--- src/rtl/uart_pkg.sv ---
// Shared UART definitions: receiver states, framing constants and
// the bit-period helper used by both serial directions.
package uart_pkg;

    typedef enum logic [1:0] {
        IDLE  = 2'd0,
        START = 2'd1,
        DATA  = 2'd2,
        STOP  = 2'd3
    } rx_state_t;

    localparam int DATA_BITS = 8;
    localparam int STOP_BITS = 1;

    function automatic int cycles_per_bit(input int clk_hz, input int baud);
        return clk_hz / baud;
    endfunction

endpackage

--- src/rtl/sync_ff.sv ---
// N-stage synchronizer for an asynchronous single-bit input,
// with a selectable reset value so an idle-high line reads idle.
module sync_ff #(
    parameter int   STAGES    = 2,
    parameter logic RESET_VAL = 1'b1
) (
    input  logic clk,
    input  logic rst_n,
    input  logic d,
    output logic q
);

    logic [STAGES-1:0] ff;

    always_ff @(posedge clk or negedge rst_n) begin
        if (!rst_n) begin
            ff <= {STAGES{RESET_VAL}};
        end else begin
            ff <= {ff[STAGES-2:0], d};
        end
    end

    assign q = ff[STAGES-1];

endmodule

--- src/rtl/uart_rx.sv ---
// 8N1 UART receiver: majority-voted mid-bit sampling, one-cycle
// valid / frame-error pulses, re-armed for a start edge right after the stop vote.
module uart_rx
    import uart_pkg::*;
#(
    parameter int CLK_FREQ_HZ = 10_000_000,
    parameter int BAUD_RATE   = 115_200,
    parameter int SYNC_STAGES = 2
) (
    input  logic       clk_in,
    input  logic       rst_in,
    input  logic       rx_wire_in,
    output logic [7:0] data_out,
    output logic       valid_out,
    output logic       frame_err_out,
    output logic       busy_out
);

    localparam int CPB  = cycles_per_bit(CLK_FREQ_HZ, BAUD_RATE);
    localparam int HALF = CPB / 2;
    localparam int CW   = $clog2(CPB);
    localparam int IW   = $clog2(DATA_BITS);

    localparam logic [CW-1:0] CNT_LAST = CW'(CPB - 1);
    localparam logic [CW-1:0] CNT_S0   = CW'(HALF - 1);
    localparam logic [CW-1:0] CNT_S1   = CW'(HALF);
    localparam logic [CW-1:0] CNT_VOTE = CW'(HALF + 1);
    localparam logic [IW-1:0] IDX_LAST = IW'(DATA_BITS - 1);
    localparam logic [2:0]    FL_DONE  = 3'(SYNC_STAGES);

    if (CPB < 8) begin : g_cpb_check
        $error("uart_rx: CLK_FREQ_HZ / BAUD_RATE must be at least 8");
    end
    if (SYNC_STAGES < 2 || SYNC_STAGES > 4) begin : g_sync_check
        $error("uart_rx: SYNC_STAGES must be in 2..4");
    end
    if (STOP_BITS != 1) begin : g_stop_check
        $error("uart_rx: only one stop bit is supported");
    end

    rx_state_t state;
    rx_state_t state_n;

    logic            rx_s;
    logic            rx_prev;
    logic [CW-1:0]   cnt;
    logic [IW-1:0]   bit_idx;
    logic [7:0]      shift;
    logic            s0;
    logic            s1;
    logic [2:0]      flush_cnt;
    logic            armed;

    logic            flushed;
    logic            start_edge;
    logic            at_last;
    logic            at_vote;
    logic            vote;

    sync_ff #(
        .STAGES   (SYNC_STAGES),
        .RESET_VAL(1'b1)
    ) u_sync (
        .clk  (clk_in),
        .rst_n(rst_in),
        .d    (rx_wire_in),
        .q    (rx_s)
    );

    // The preset synchronizer fakes a high level after reset; only a
    // genuine high seen once it has flushed may arm edge detection.
    assign flushed    = (flush_cnt == FL_DONE);
    assign start_edge = armed && rx_prev && !rx_s;
    assign at_last    = (cnt == CNT_LAST);
    assign at_vote    = (cnt == CNT_VOTE);
    assign vote       = (s0 & s1) | (s0 & rx_s) | (s1 & rx_s);
    assign busy_out   = (state != IDLE);

    always_ff @(posedge clk_in or negedge rst_in) begin
        if (!rst_in) begin
            state <= IDLE;
        end else begin
            state <= state_n;
        end
    end

    always_comb begin
        state_n = state;
        unique case (state)
            IDLE: begin
                if (start_edge) state_n = START;
            end
            START: begin
                if (at_vote && vote) state_n = IDLE;
                else if (at_last)    state_n = DATA;
            end
            DATA: begin
                if (at_last && bit_idx == IDX_LAST) state_n = STOP;
            end
            STOP: begin
                if (at_vote) state_n = IDLE;
            end
            default: state_n = IDLE;
        endcase
    end

    always_ff @(posedge clk_in or negedge rst_in) begin
        if (!rst_in) begin
            rx_prev       <= 1'b1;
            flush_cnt     <= '0;
            armed         <= 1'b0;
            cnt           <= '0;
            bit_idx       <= '0;
            shift         <= '0;
            s0            <= 1'b0;
            s1            <= 1'b0;
            data_out      <= '0;
            valid_out     <= 1'b0;
            frame_err_out <= 1'b0;
        end else begin
            rx_prev       <= rx_s;
            valid_out     <= 1'b0;
            frame_err_out <= 1'b0;

            if (!flushed)         flush_cnt <= flush_cnt + 3'd1;
            if (flushed && rx_s)  armed     <= 1'b1;

            if (state == IDLE || state_n == IDLE || at_last) begin
                cnt <= '0;
            end else begin
                cnt <= cnt + 1'b1;
            end

            if (cnt == CNT_S0) s0 <= rx_s;
            if (cnt == CNT_S1) s1 <= rx_s;

            if (state == START) bit_idx <= '0;
            if (state == DATA && at_last) bit_idx <= bit_idx + 1'b1;
            if (state == DATA && at_vote) shift <= {vote, shift[7:1]};

            if (state == STOP && at_vote) begin
                if (vote) begin
                    data_out  <= shift;
                    valid_out <= 1'b1;
                end else begin
                    frame_err_out <= 1'b1;
                end
            end
        end
    end

endmodule
--- config.mk ---
export PLATFORM = sky130hd
export DESIGN_NAME = uart_rx
export DESIGN_NICKNAME = d
export VERILOG_FILES = /design/src/rtl/uart_pkg.sv /design/src/rtl/sync_ff.sv /design/src/rtl/uart_rx.sv
export SDC_FILE = /design/constraint.sdc
export NUM_CORES = 1
export LEC_CHECK = 0
export BUFFER_PORTS_ARGS = -buffer_cell sky130_fd_sc_hd__buf_2
export CAP_MARGIN = 20
export CORE_ASPECT_RATIO = 2
export CORE_UTILIZATION = 38
export DETAILED_ROUTE_END_ITERATION = 8
export SLEW_MARGIN = 40
export SYNTH_ARGS = -nofsm -noshare
export SYNTH_HDL_FRONTEND = slang
export SYNTH_SLANG_ARGS = --single-unit
export TNS_END_PERCENT = 50
--- constraint.sdc ---
create_clock -name clk_in -period 1.9 [get_ports clk_in]
set_input_delay 0.38 -clock clk_in [delete_from_list [all_inputs] [get_ports clk_in]]
set_output_delay 0.38 -clock clk_in [all_outputs]
set_load 0.02 [all_outputs]
==> impl_metrics.yaml <==
routing:
  dr_total_vias: 1095
  wl_per_cell_microns: 14.3
  drtIter0Drc: 16
  drt-total-wl_microns: 3110
  drc_errors: 0
  dr.pass1.iters: 4
  final_antenna_net_count: 0
  via_per_inst: 5.05
power_and_ir_drop:
  ir_drop_mv: 0.955
  power.density_nw_per_um2: 1160
  p_leak_uw: 0.000989
grt:
  grt_max_degree: 40
  grt_pass1_vias: 1178
  grt_antenna_before_repair: 0
  gr-total-overflow: 0
  grt_pass1_wl_microns: 5600
  track_usage: 0.153
place:
  post-dp-hpwl_microns: 2230
  place.port_buffers: 13
  globalplace.congestion: 0.759
  dp_slack_ns: 0.0806
  placed_cells_incl_taps: 209
  post_dp_cell_area_sq_um: 1900
clock_tree:
  cts_hold_buffers: 0
  clk_pin_slew_ns: 0.08
  clock-root-buffer: "clkbuf_8"
  clkSinkCount: 39
  clk_path_buf_depth: 2
  clk_latency_ns: 0.30
  cts_setup_buffers: 0
  cts_resized: 0
  cts-htree-levels: 2
  cts_inserted_buffers: 5
  cts_tree: "yes"
layout:
  layout.nets: 173
  fillers: 403
  finalNonFillerCells: 217
  design_area_sq_um: 2030
  final_common_cell: "dfrtp_1"
  area_delta_synth_final_pct: 16.0
  drive_gt1_frac: 0.307
  diodes: 0
  regArea_sq_um: 980
  final_cell_mix: "36 x dfrtp_1, 18 x mux2_2, 13 x buf_2"
  multi_input_area_sq_um: 726
sta:
  maxSlewViolCount: 0
  worst_hold_slack_ns: 0.120
  fmax_ghz: 0.555
  period_minus_slack_ns: 1.80
  fin_tns_setup_ns: 0
  fin_skew_ns: 0.00912
  slew_headroom: 0.679
  rsz0062_at_grt: "no"
  finalSetupViolCount: 0
  worst-slew-pin-transition_ns: 0.482
  setup_slack_ns: 0.0973
  hold_viol_final: 0
  period_share: 0.949
worst_setup_path:
  endpoint: "data_out[6]$_DFFE_PN0P_"
  timing.rr.start: "cnt[4]$_DFF_PN0_"
  rrSetupSlack_ns: 0.1
  crit_path_start_kind: "register"
  cp_max_fo: 9
  crit_required_ns: 2.08
  reg2reg_to: "data_out[6]$_DFFE_PN0P_"
  crit_type: "reg2reg"
  ff2ff_path_depth: 4
  crit_path_end_kind: "register"
  critPathArrivalTime_ns: 1.98
  startpoint: "cnt[4]$_DFF_PN0_"
logic_synthesis:
  synth.avg_cell_area_sq_um: 12.3
  yosysUniqueCellTypes: 35
  synth_fp_nets: 153
  async_reset_ff_frac: 1.00
  synth-seq-cells: 39
  synthCells: 142
  yosysSeqAreaShare: 0.560
  post_synth_instance_area_sq_um: 1750
  synth_ff_type: "dfrtp_1"
  synth_edf_count: 0
  yosys_warnings: 0
outcome:
  status: "completed"
floorplanning:
  core_region_area_sq_um: 4380
  initial_core_util: 0.399
  die_x_microns: 50.0
  die-area_sq_um: 4900
  dieHeight_microns: 98.0
  row_count: 34
  io_pins: 14
job:
  maxCapViolCount: 0
worst_hold_path:
  hp-class: "in2async"
## state kept, by name, indices dropped and copies added, names as in the netlist
signal,cells
armed,1
bit_idx,3
cnt,7
data_out,8
flush_cnt,3
frame_err_out,1
rx_prev,1
s0,1
s1,1
shift,8
state,2
u_sync.ff,2
valid_out,1
## cell usage after synthesis, types with 2 or more instances
master	n	area, sq um
a31oi_1	2	12.5
o21ai_0	4	20.0
o22ai_1	4	25.0
xnor2_1	2	17.5
clkbuf_1	4	15.0
xor2_1	4	35.0
nand3_1	2	10.0
dfrtp_1	36	901
nand2_1	11	41.3
nand4_1	3	18.8
and2_1	4	25.0
a2bb2oi_1	2	17.5
nor2b_1	3	18.8
nor2_1	2	7.51
nor3_1	6	30.0
ha_1	8	100
dfstp_2	3	78.8
mux2_2	18	203
inv_1	8	30.0
## per-layer routing
| metal | vias to the layer above | GRT usage | wire length, microns |
|---|---|---|---|
| met1 | 538 | 0.161 | 1200 |
| met4 | 0 | 0.103 | 95 |
| met5 | - | 0 | 0 |
| met3 | 7 | 0.0296 | 73 |
| li1 | 536 | - | - |
| met2 | 14 | 0.263 | 1740 |
## power breakdown
part	switching, uW	total, uW	internal [uW]	leakage [uW]
clock network	291	816	525	0.0000654
logic	264	482	218	0.000418
registers	124	1060	939	0.000505
total	680	2360	1680	0.000989
## cell families after synthesis
family / share of synthesized area
xor gates and xnor gates: 0.0300
and+or+nand+nor: 0.137
adders and majority gates: 0.0572
muxes: 0.122
DFF: 0.560
AOI/OAI and AO/OA: 0.0686
buffers and inverters: 0.0257
## how the worst min path moves through the flow
stage	to	slack, ns
6_report	frame_err_out$_DFF_PN0_	0.12
5_1_grt	frame_err_out$_DFF_PN0_	0.16
4_1_cts	armed$_DFFE_PN0P_	0.14
3_5_place_dp	u_sync.ff[1]$_DFF_PN1_	0.35
3_3_place_gp	u_sync.ff[1]$_DFF_PN1_	0.35
2_1_floorplan	armed$_DFFE_PN0P_	0.08
## metrics by stage
step | power (uW) | utilization
after detailed placement | 1560 | 0.433
final | 2360 | 0.463
after global routing | 2500 | 0.463
after floorplan | 1420 | -
after global placement | 1550 | 0.433
after CTS | 2390 | 0.463
## critical path, stage by stage, from the launching register on
cell and delay, ns:
dfrtp_1 0.43, or3b_4 0.43, nor2_2 0.18, nand4_2 0.28
mux2_2 0.37
## area by class of cell
cell class / instances / area share
Sequential cell: 39 / 0.482
Multi-Input combinational cell: 91 / 0.357
Timing Repair Buffer: 17 / 0.0468
Clock buffer: 6 / 0.0357
Tap cell: 54 / 0.0333
Clock inverter: 2 / 0.0296
Inverter: 8 / 0.0148
No activity file was read; power rests on OpenSTA's default activity.
